`src/rtl/mem_write_queue_if.sv`:
```
// Handshake, drain and lookup signals between a write producer and the coalescing
// write queue that feeds a memory write port.
interface mem_write_queue_if #(
    parameter int unsigned WIDTH  = 32,
    parameter int unsigned DEPTH  = 32,
    parameter int unsigned QDEPTH = 4
);
    localparam int unsigned AW = $clog2(DEPTH);
    localparam int unsigned CW = $clog2(QDEPTH) + 1;

    logic             in_valid;
    logic             in_ready;
    logic [AW-1:0]    in_addr;
    logic [WIDTH-1:0] in_data;
    logic             mem_ready;
    logic             we;
    logic [AW-1:0]    waddr;
    logic [WIDTH-1:0] wdata;
    logic [AW-1:0]    lookup_addr;
    logic             lookup_hit;
    logic [WIDTH-1:0] lookup_data;
    logic [CW-1:0]    count;
    logic             empty;

    modport master (
        output in_valid, in_addr, in_data, mem_ready, lookup_addr,
        input  in_ready, we, waddr, wdata, lookup_hit, lookup_data, count, empty
    );

    modport slave (
        input  in_valid, in_addr, in_data, mem_ready, lookup_addr,
        output in_ready, we, waddr, wdata, lookup_hit, lookup_data, count, empty
    );
endinterface

```
`src/rtl/mem_write_queue.sv`:
```
// Coalescing circular write queue in front of a memory write port, draining one entry
// per cycle and offering a combinational forwarding lookup over the queued entries.
module mem_write_queue #(
    parameter int unsigned WIDTH  = 32,
    parameter int unsigned DEPTH  = 32,
    parameter int unsigned QDEPTH = 4
) (
    input logic               clock,
    input logic               reset,
    mem_write_queue_if.slave  bus
);
    localparam int unsigned AW = $clog2(DEPTH);
    localparam int unsigned PW = $clog2(QDEPTH);

    typedef logic [PW-1:0] idx_t;
    typedef logic [PW:0]   ptr_t;

    logic [QDEPTH-1:0] valid_q, valid_d;
    logic [AW-1:0]     addr_q [QDEPTH];
    logic [AW-1:0]     addr_d [QDEPTH];
    logic [WIDTH-1:0]  data_q [QDEPTH];
    logic [WIDTH-1:0]  data_d [QDEPTH];
    ptr_t              head_q, head_d, tail_q, tail_d;

    idx_t head_idx, tail_idx, co_idx;
    logic is_empty, is_full, drain, accept, co_hit;

    assign head_idx = head_q[PW-1:0];
    assign tail_idx = tail_q[PW-1:0];
    assign is_empty = (head_q == tail_q);
    assign is_full  = (head_idx == tail_idx) && (head_q[PW] != tail_q[PW]);
    assign drain    = !is_empty && bus.mem_ready;
    assign accept   = bus.in_valid && bus.in_ready;

    assign bus.in_ready = !is_full || drain;
    assign bus.we       = drain;
    assign bus.waddr    = drain ? addr_q[head_idx] : '0;
    assign bus.wdata    = drain ? data_q[head_idx] : '0;
    assign bus.count    = tail_q - head_q;
    assign bus.empty    = is_empty;

    // The head entry leaving this cycle is excluded so a rewrite lands behind it in order.
    always_comb begin
        co_hit = 1'b0;
        co_idx = '0;
        for (int unsigned i = 0; i < QDEPTH; i++) begin
            if (valid_q[i] && (addr_q[i] == bus.in_addr) && !(drain && (idx_t'(i) == head_idx)))
            begin
                co_hit = 1'b1;
                co_idx = idx_t'(i);
            end
        end
    end

    always_comb begin
        bus.lookup_hit  = 1'b0;
        bus.lookup_data = '0;
        for (int unsigned i = 0; i < QDEPTH; i++) begin
            if (valid_q[i] && (addr_q[i] == bus.lookup_addr)) begin
                bus.lookup_hit  = 1'b1;
                bus.lookup_data = data_q[i];
            end
        end
    end

    // Allocation is applied after the drain so a full queue reuses the slot just freed.
    always_comb begin
        valid_d = valid_q;
        addr_d  = addr_q;
        data_d  = data_q;
        head_d  = head_q;
        tail_d  = tail_q;
        if (drain) begin
            valid_d[head_idx] = 1'b0;
            head_d            = head_q + 1'b1;
        end
        if (accept) begin
            if (co_hit) begin
                data_d[co_idx] = bus.in_data;
            end else begin
                valid_d[tail_idx] = 1'b1;
                addr_d[tail_idx]  = bus.in_addr;
                data_d[tail_idx]  = bus.in_data;
                tail_d            = tail_q + 1'b1;
            end
        end
    end

    always_ff @(posedge clock or posedge reset) begin
        if (reset) begin
            valid_q <= '0;
            head_q  <= '0;
            tail_q  <= '0;
            for (int unsigned i = 0; i < QDEPTH; i++) begin
                addr_q[i] <= '0;
                data_q[i] <= '0;
            end
        end else begin
            valid_q <= valid_d;
            head_q  <= head_d;
            tail_q  <= tail_d;
            for (int unsigned i = 0; i < QDEPTH; i++) begin
                addr_q[i] <= addr_d[i];
                data_q[i] <= data_d[i];
            end
        end
    end
endmodule
```
`src/flat_wrapper.sv`:
```
// flat-port wrapper written by rule: the top's interface ports become plain ports
module mem_write_queue_flat 
#(
    parameter int unsigned WIDTH  = 32,
    parameter int unsigned DEPTH  = 32,
    parameter int unsigned QDEPTH = 4
)
  (clock, reset, bus_in_valid, bus_in_addr, bus_in_data, bus_mem_ready, bus_lookup_addr, bus_in_ready, bus_we, bus_waddr, bus_wdata, bus_lookup_hit, bus_lookup_data, bus_count, bus_empty);
  mem_write_queue_if #(.WIDTH(WIDTH), .DEPTH(DEPTH), .QDEPTH(QDEPTH)) bus_i ();
  input logic clock;
  input logic reset;
  input wire logic [$bits(bus_i.in_valid)-1:0] bus_in_valid;
  input wire logic [$bits(bus_i.in_addr)-1:0] bus_in_addr;
  input wire logic [$bits(bus_i.in_data)-1:0] bus_in_data;
  input wire logic [$bits(bus_i.mem_ready)-1:0] bus_mem_ready;
  input wire logic [$bits(bus_i.lookup_addr)-1:0] bus_lookup_addr;
  output wire logic [$bits(bus_i.in_ready)-1:0] bus_in_ready;
  output wire logic [$bits(bus_i.we)-1:0] bus_we;
  output wire logic [$bits(bus_i.waddr)-1:0] bus_waddr;
  output wire logic [$bits(bus_i.wdata)-1:0] bus_wdata;
  output wire logic [$bits(bus_i.lookup_hit)-1:0] bus_lookup_hit;
  output wire logic [$bits(bus_i.lookup_data)-1:0] bus_lookup_data;
  output wire logic [$bits(bus_i.count)-1:0] bus_count;
  output wire logic [$bits(bus_i.empty)-1:0] bus_empty;
  assign bus_i.in_valid = bus_in_valid;
  assign bus_i.in_addr = bus_in_addr;
  assign bus_i.in_data = bus_in_data;
  assign bus_i.mem_ready = bus_mem_ready;
  assign bus_i.lookup_addr = bus_lookup_addr;
  assign bus_in_ready = bus_i.in_ready;
  assign bus_we = bus_i.we;
  assign bus_waddr = bus_i.waddr;
  assign bus_wdata = bus_i.wdata;
  assign bus_lookup_hit = bus_i.lookup_hit;
  assign bus_lookup_data = bus_i.lookup_data;
  assign bus_count = bus_i.count;
  assign bus_empty = bus_i.empty;
  mem_write_queue #(.WIDTH(WIDTH), .DEPTH(DEPTH), .QDEPTH(QDEPTH)) u_core (.clock(clock), .reset(reset), .bus(bus_i));
endmodule
```
`config.mk`:
```
export PLATFORM = sky130hd
export DESIGN_NAME = mem_write_queue_flat
export DESIGN_NICKNAME = d
export VERILOG_FILES = /design/src/rtl/mem_write_queue_if.sv /design/src/rtl/mem_write_queue.sv /design/src/flat_wrapper.sv
export SDC_FILE = /design/constraint.sdc
export NUM_CORES = 1
export LEC_CHECK = 0
export ABC_CLOCK_PERIOD_IN_PS = 13900
export CAP_MARGIN = 25
export CORE_MARGIN = 1
export CORE_UTILIZATION = 50
export DETAILED_ROUTE_END_ITERATION = 12
export HOLD_SLACK_MARGIN = 0.05
export PLACE_DENSITY = 0.74
export SLEW_MARGIN = 20
export SYNTH_ARGS = -nofsm -noshare
export SYNTH_HDL_FRONTEND = slang
export SYNTH_SLANG_ARGS = --single-unit
```
`constraint.sdc`:
```
create_clock -name clock -period 13.9 [get_ports clock]
set_input_delay 2.78 -clock clock [delete_from_list [all_inputs] [get_ports clock]]
set_output_delay 2.78 -clock clock [all_outputs]
set_load 0.03 [all_outputs]
```
==> flow_summary.yaml, run 1 <==
outcome:
  outcome: "finished, final reports clean"
worst_setup_path:
  crit_chain: "clkdlybuf4s50_1 -> xnor2_1 -> nand4_1 -> nor3_1 -> nor2b_4 -> a221oi_1 -> o31ai_1 -> clkdlybuf4s50_1"
  crit_path_end_kind: "output pin"
  arrival_ps: 6190
  cpMostUsedCell: "clkdlybuf4s50_1"
  critical_path_required_ps: 11120
  critPathLaunchType: "input port"
  critPathTopFamily: "buffers and inverters"
  slowest_delay_ps: 910
  cp_max_fo: 32
  criticalPathCategory: "input port to output pin"
  cpMaxStageDelayCell: "nor2b_4"
  cp.buffers_inverters: 2
yosys:
  async_flop_share_pct: 100
  synth_edf_count: 0
  synth_seq_cells: 158
  synth_cell_types: 43
  syn_area_per_cell_sq_um: 12.8
  synthesis.nets: 747
  ys_dominant_reg_cell: "dfrtp_1"
  synthCells: 690
  seq_area_frac_synth_pct: 44.9
  yosysWarnings: 0
  netlist_area_sq_um: 8800
clock_network:
  clockBufferDepth: 2
  htree_levels: 4
  clockRootBuffer: "clkbuf_16"
  cts.sinks: 158
  insertion_delay_ps: 430
  post_cts_buffers: 0
  post_cts_resized: 0
  clk_pin_slew_worst_paths_ps: 60
  cts_made_buffers: 17
  cts_tree: "yes"
  hold_buffers: 0
timing:
  min_period_over_period_pct: 64.6
  fin_skew_ps: 7.94
  final-max-slew-violation-count: 0
  hold_viol: 0
  setup_viol_count_final: 0
  fin_crit_ps: 8970
  setup_tns_ps: 0
  rsz0062_at_grt: "no"
  max_freq_ghz: 0.111
  worst_pin_slew_ps: 1060
  fin_ws_ps: 4930
  max-slew-margin-rel_pct: 29.1
floorplanning:
  io_pins: 122
  rows: 48
  die_x_um: 135
  fp.coreArea_sq_um: 17200
  die_y_um: 135
  die-area_sq_um: 18100
  start_util_pct: 51.1
drt:
  ant_nets: 0
  vias_per_cell: 6.06
  drtPass1Iterations: 4
  drc: 0
  routed_wl_mm: 22.7
  routedWlPerCell_um: 22.1
  drt_iter0_drc: 390
  vias: 6220
flow_run:
  drv_cap: 0
final_layout:
  final_cell_mix: "dfrtp_1 (156), clkdlybuf4s50_1 (121), mux2_2 (118), nand2_1 (49)"
  final_cell_area_sq_um: 10800
  finalNetCount: 845
  final_common_cell: "dfrtp_1"
  syn_to_final_growth_pct: 22.7
  drive_gt1_share_pct: 30.8
hold_path:
  hp-class: "flip-flop to flip-flop"
place:
  placed_cell_area_sq_um: 10200
  post-place-ws_ps: 4960
  hpwl_mm: 14.1
  portBuffers: 121
  gp_routability_congestion: 0.878
power:
  p_leak_nw: 4.30
  power_density_nw_per_um2: 267
  max-vdd-ir-drop_uv: 135
grt:
  track_usage_pct: 26.6
  antenna_found_initial: 1
  grt_first_pass_wirelength_mm: 36.5
  grt_remaining_overflow: 0
  grt_max_degree: 98
  grt_pass1_vias: 6615
final cells by class:
class                           count  area [sq um]
Multi-Input combinational cell    467          4590
Clock inverter                     11           133
Tap cell                          225           282
Fill cell                        1298          6440
Sequential cell                   158          3960
Clock buffer                       21           480
Inverter                           12          50.0
Antenna cell                        1          2.50
Timing Repair Buffer              132          1310
per-layer routing:
| layer | up-vias | GRT usage [%] | wire length (um) |
|---|---|---|---|
| li1 | 2722 | - | - |
| met1 | 3251 | 36.3 | 9930 |
| met2 | 211 | 42.0 | 10900 |
| met3 | 36 | 5.97 | 1410 |
| met4 | 0 | 9.36 | 429 |
| met5 | - | 0 | 0 |
flip-flops by register name (all words and copies together) (netlist names):
signal and flops:
u_core.data_q 128, u_core.addr_q 20, u_core.valid_q 4, u_core.head_q 3, u_core.tail_q 3
logic make-up (layout without fill, tap and decap cells):
group / Yosys count / in the layout / synth area share, %
and+or+nand+nor: 147 / 147 / 8.22
adders and majority gates: 11 / 11 / 1.65
AOI/OAI and AO/OA: 78 / 78 / 7.48
DFF: 158 / 158 / 44.9
buffers and inverters: 65 / 176 / 3.40
xor gates and xnor gates: 46 / 46 / 4.66
muxes: 185 / 185 / 29.7
other: 0 / 1 / 0
worst reg2reg max path: cells and delay by family, from the launching register on:
kind | cells | cell delay [ps]
simple gates | 1 | 530
compound gates | 3 | 1090
flops | 1 | 370
buf+inv | 3 | 930
fa+ha+maj | 1 | 400
mux | 1 | 360
power by group:
group / total (mW) / switching [mW] / internal, mW
Combinational: 1.49 / 0.712 / 0.781
Sequential: 0.916 / 0.214 / 0.703
Clock: 0.478 / 0.193 / 0.285
worst paths after layout:
check / start / end / slack (ps) / depth (start not counted)
min reg2reg: u_core.valid_q[3] / u_core.valid_q[3] / 490 / 2
max in group asynchronous: reset / u_core.head_q[0] / 9560 / 3
min in group asynchronous: reset / u_core.data_q[51] / 2930 / 2
max reg2reg: u_core.tail_q[0] / u_core.data_q[16] / 10100 / 9
max: bus_lookup_addr[1] / bus_lookup_data[24] / 4930 / 8
min: u_core.valid_q[3] / u_core.valid_q[3] / 490 / 2
Yosys cell counts (all sizes together) (2+ instances only):
library cell	instances	area (sq um)
and3	2	12.5
nor3	6	40.0
inv	12	45.0
a221oi	32	280
and2	37	231
or3	2	12.5
a31oi	2	27.5
nand4	3	18.8
mux2	148	1780
xnor2	37	332
o31ai	33	248
o21ai	4	20.0
nand3	8	40.0
nor2	33	124
clkbuf	32	120
mux4	37	833
nand2	49	184
xor2	9	78.8
buf	21	134
dfrtp	158	3950
nor4	2	18.8
a211oi	2	32.5
ha	10	125
through the flow:
stage | total power, mW | util, % | std cells | hold slack [ps]
2_1_floorplan | 1.94 | - | 690 | 450
3_3_place_gp | 2.36 | 59.0 | 993 | 467
3_5_place_dp | 2.41 | 59.1 | 994 | 474
4_1_cts | 2.90 | 62.6 | 1026 | 487
5_1_grt | 3.04 | 62.6 | 1026 | 537
6_report | 2.89 | 62.6 | 1027 | 486
(Power assumes the default switching activity.)
==> run 2: changes to the inputs <==
Settings changed: ABC_CLOCK_PERIOD_IN_PS 13900 to 8700.
Clock period 13.9 ns to 8.7 ns, I/O delays scaled along.
==> run 2 against run 1 <==
Against the previous run: critical path depth unchanged; clock power increased by 64%; worst setup slack got worse by 3300 ps; wire length decreased by 0.68%; combinational power increased by 60%; cell count unchanged; clock skew increased by 5.6 ps; hold slack improved by 20 ps; first-iteration DRC count decreased by 2.3%; critical path type unchanged; critical endpoint is now bus_lookup_data[30]; highest routed layer unchanged.
==> flow_summary.yaml, run 2 (synthesized netlist as in run 1, its figures left out) <==
outcome:
  outcome: "finished, final reports clean"
grt:
  antenna_found_initial: 0
  track_usage_pct: 26.6
  grt_first_pass_wirelength_mm: 36.3
  grt_pass1_vias: 6673
  grt_remaining_overflow: 0
  grt_max_degree: 98
power:
  power_density_nw_per_um2: 428
  max-vdd-ir-drop_uv: 217
  p_leak_nw: 4.34
  total_power_mw: 4.64
floorplanning:
  die-area_sq_um: 18100
  die_y_um: 135
  die_x_um: 135
  fp.coreArea_sq_um: 17200
  io_pins: 122
  rows: 48
  start_util_pct: 51.1
final_layout:
  finalNetCount: 846
  final_common_cell: "dfrtp_1"
  fin_util_pct: 62.8
  layout.cells.non_filler: 1027
  drive_gt1_share_pct: 30.7
  largestRegisters: "u_core.data_q (128), u_core.addr_q (20), u_core.valid_q (4)"
  final_cell_mix: "dfrtp_1 (156), clkdlybuf4s50_1 (121), mux2_2 (118), nand2_1 (49)"
  antenna_cells: 0
  syn_to_final_growth_pct: 23.0
  largest_register_ffs: 128
  regMostFlops: "u_core.data_q"
timing:
  max_freq_ghz: 0.142
  hold_viol: 0
  setup_tns_ps: 0
  fin_hold_ws_ps: 506
  final-max-slew-violation-count: 0
  setup_viol_count_final: 0
  fin_crit_ps: 7030
  min_period_over_period_pct: 80.9
  max-slew-margin-rel_pct: 35.8
  fin_skew_ps: 13.5
  worst_pin_slew_ps: 960
  rsz0062_at_grt: "no"
clock_network:
  post_cts_buffers: 0
  cts.sinks: 158
  hold_buffers: 0
  post_cts_resized: 0
  clockBufferDepth: 2
  insertion_delay_ps: 440
  cts_made_buffers: 17
  clk_pin_slew_worst_paths_ps: 60
  clockRootBuffer: "clkbuf_16"
  cts_tree: "yes"
  htree_levels: 4
worst_setup_path:
  reg2reg_setup_slack_ps: 4970
  arrival_ps: 5290
  crit_path_end_kind: "output pin"
  cp_max_fo: 20
  critical_path_required_ps: 6960
  critPathLaunchType: "input port"
  criticalPathCategory: "input port to output pin"
drt:
  routedWlPerCell_um: 21.9
  drc: 0
  routed_wl_mm: 22.5
  drtPass1Iterations: 5
  ant_nets: 0
  drt_iter0_drc: 381
  vias: 6232
  vias_per_cell: 6.07
place:
  dp.cells: 994
  gp_routability_congestion: 0.912
  hpwl_mm: 13.8
  portBuffers: 121
hold_path:
  hp-class: "flip-flop to flip-flop"
flow_run:
  drv_cap: 0
-- run 2: cell count changes in the layout (fill, tap and decap cells not counted), sizes merged --
cell      before  now
clkinv         3    8
clkinvlp       5    0
bufinv         2    4
buf           11   12
clkbuf        21   20
diode          1    0
inv           13   12
-- run 2: path summary, 6_finish.rpt --
kind                                    start             endpoint  cells after the start
max in group asynchronous               reset     u_core.head_q[0]                      3
hold / removal              u_core.valid_q[3]    u_core.valid_q[3]                      2
min in group asynchronous               reset    u_core.data_q[15]                      2
hold reg to reg             u_core.valid_q[3]    u_core.valid_q[3]                      2
setup / recovery           bus_lookup_addr[2]  bus_lookup_data[30]                      8
setup reg to reg             u_core.tail_q[0]    u_core.data_q[16]                      8
-- run 2: area by class of cell --
class / instances / area, sq um
inverter: 12 / 50.0
fill: 1277 / 6410
clock buffer: 20 / 447
sequential: 158 / 3960
tap: 225 / 282
multi-input combinational: 467 / 4590
timing repair buffer: 133 / 1330
clock inverter: 12 / 168
-- run 2: worst max-delay path, cell delays in order --
cell	delay [ps]
clkdlybuf4s50_1	520
xor2_1	190
nor4_1	480
and3_1	690
buf_4	410
a221oi_1	100
o31ai_1	390
clkdlybuf4s50_1	740
-- run 2: through the flow --
step	area, sq um	setup slack [ps]
after floorplan	8800	2700
after global placement	10200	1760
after detailed placement	10200	1770
after CTS	10800	1670
after global routing	10800	1570
final	10800	1670
-- run 2: metal layers --
layer  wire length [um]  track usage [%]  part of all wire, %  vias to the layer above
li1                   -                -                    -                     2723
met1               9420             34.8                   42                     3218
met2              11000             42.7                   49                      256
met3               1680             6.38                  7.4                       35
met4                411             10.8                  1.8                        0
met5                  0                0                    0                        -
-- run 2: power breakdown --
group	internal, mW	switching, mW
sequential	1.12	0.337
clock	0.485	0.298
combinational	1.25	1.14
==> run 3: changes to the inputs <==
Settings changed: ABC_CLOCK_PERIOD_IN_PS 8700 to 6930.
Clock period 8.7 ns to 6.93 ns, I/O delays scaled along.
==> run 3 against run 2 <==
Against the previous run: wire length down 0.23%; clock power up 21%; critical endpoint is now bus_lookup_data[31]; combinational power increased by 26%; hold slack got worse by 14 ps; core utilization is essentially flat; non-clock buffer count is 4 higher.
==> flow_summary.yaml, run 3 (synthesized netlist as in run 1, its figures left out) <==
outcome:
  outcome: "finished, final reports clean"
grt:
  grt_first_pass_wirelength_mm: 36.0
  antenna_found_initial: 0
  grt_max_degree: 95
  grt_remaining_overflow: 0
  track_usage_pct: 26.2
  grt_pass1_vias: 6594
worst_setup_path:
  reg2reg_from: "u_core.tail_q[0]"
  crit_path_end_kind: "output pin"
  cp_max_fo: 17
  r2r_end: "u_core.data_q[80]"
  criticalPathCategory: "input port to output pin"
  reg2reg_setup_slack_ps: 2800
  critPathLaunchType: "input port"
  ff2ff_path_depth: 9
  startpoint: "bus_lookup_addr[2]"
  critical_path_required_ps: 5540
  arrival_ps: 4760
  cp-endpoint: "bus_lookup_data[31]"
power:
  p_leak_nw: 4.33
  max-vdd-ir-drop_uv: 283
  power_density_nw_per_um2: 535
  total_power_mw: 5.79
drt:
  top_layer: "met4"
  vias: 6138
  wl_met3_mm: 1.43
  ant_nets: 0
  wl_met2_mm: 11.1
  drtPass1Iterations: 5
  routedWlPerCell_um: 21.8
  drc: 0
  drt_iter0_drc: 507
  vias_per_cell: 5.95
  routed_wl_mm: 22.5
  wl_met1_mm: 9.62
final_layout:
  final_common_cell: "dfrtp_1"
  drive_gt1_share_pct: 30.9
  fillers: 1312
  largest_register_ffs: 128
  regMostFlops: "u_core.data_q"
  syn_to_final_growth_pct: 23.0
  antenna_cells: 0
  largestRegisters: "u_core.data_q (128), u_core.addr_q (20), u_core.valid_q (4)"
  layout.cells.non_filler: 1031
  final_cell_mix: "dfrtp_1 (156), clkdlybuf4s50_1 (121), mux2_2 (118), nand2_1 (49)"
  fin_util_pct: 62.8
  finalNetCount: 850
  final_cell_area_sq_um: 10800
clock_network:
  clockRootBuffer: "clkbuf_16"
  clk_pin_slew_worst_paths_ps: 60
  clockBufferDepth: 2
  hold_buffers: 0
  post_cts_buffers: 0
  cts.sinks: 158
  post_cts_resized: 0
  cts_made_buffers: 17
  cts_tree: "yes"
  insertion_delay_ps: 430
  htree_levels: 4
floorplanning:
  die_x_um: 135
  start_util_pct: 51.1
  rows: 48
  die-area_sq_um: 18100
  io_pins: 122
  die_y_um: 135
  fp.coreArea_sq_um: 17200
hold_path:
  hp-class: "flip-flop to flip-flop"
timing:
  fin_crit_ps: 6140
  fin_skew_ps: 8.61
  final-max-slew-violation-count: 0
  hold_viol: 0
  worst_pin_slew_ps: 900
  fin_hold_ws_ps: 492
  max-slew-margin-rel_pct: 40.0
  max_freq_ghz: 0.163
  fin_ws_ps: 788
  setup_viol_count_final: 0
  rsz0062_at_grt: "no"
  setup_tns_ps: 0
  min_period_over_period_pct: 88.6
place:
  placed_cell_area_sq_um: 10200
  portBuffers: 121
  dp.cells: 999
  post-place-ws_ps: 838
  hpwl_mm: 14.4
  gp_routability_congestion: 0.901
flow_run:
  drv_cap: 0
## run 3: cell count changes in the layout (fill, tap and decap cells not counted), sizes merged
cell      delta
clkinvlp     +3
buf          +4
clkbuf       +1
clkinv       -3
bufinv       -1
## run 3: metal layers
layer,up-vias,global-route usage [%]
met4,0,7.80
met1,3160,34.7
li1,2722,-
met2,229,43.0
met3,27,6.04
met5,-,0
## run 3: cell type report
type                            instances  area [sq um]  area share, %
Clock inverter                         11           141           1.31
Sequential cell                       158          3960           36.5
Timing Repair Buffer                  137          1360           12.6
Multi-Input combinational cell        467          4590           42.4
Clock buffer                           21           450           4.16
Inverter                               12          50.0          0.462
Tap cell                              225           282           2.60
## run 3: critical path, cell delays in order
cell	delay [ps]
clkdlybuf4s50_1	520
xor2_1	190
nor4_1	510
and3_1	700
buf_12	240
a221oi_1	60
o31ai_1	390
clkdlybuf4s50_1	750
## run 3: worst min path at each step
stage                              to  depth (start not counted)               from  slack (ps)
floorplan           u_core.valid_q[3]                          2  u_core.valid_q[3]         450
global placement    u_core.valid_q[3]                          2  u_core.valid_q[3]         470
detailed placement  u_core.valid_q[3]                          2  u_core.valid_q[3]         480
CTS                 u_core.valid_q[3]                          2  u_core.valid_q[3]         490
global route        u_core.valid_q[0]                          2  u_core.valid_q[0]         530
finish              u_core.valid_q[3]                          2  u_core.valid_q[3]         490
## run 3: where the power goes
part           switching [mW]  total [mW]  leakage [nW]  internal (mW)
combinational            1.44        3.01          2.18           1.58
sequential              0.424        1.83          1.87           1.41
clock                   0.374       0.948         0.283          0.574
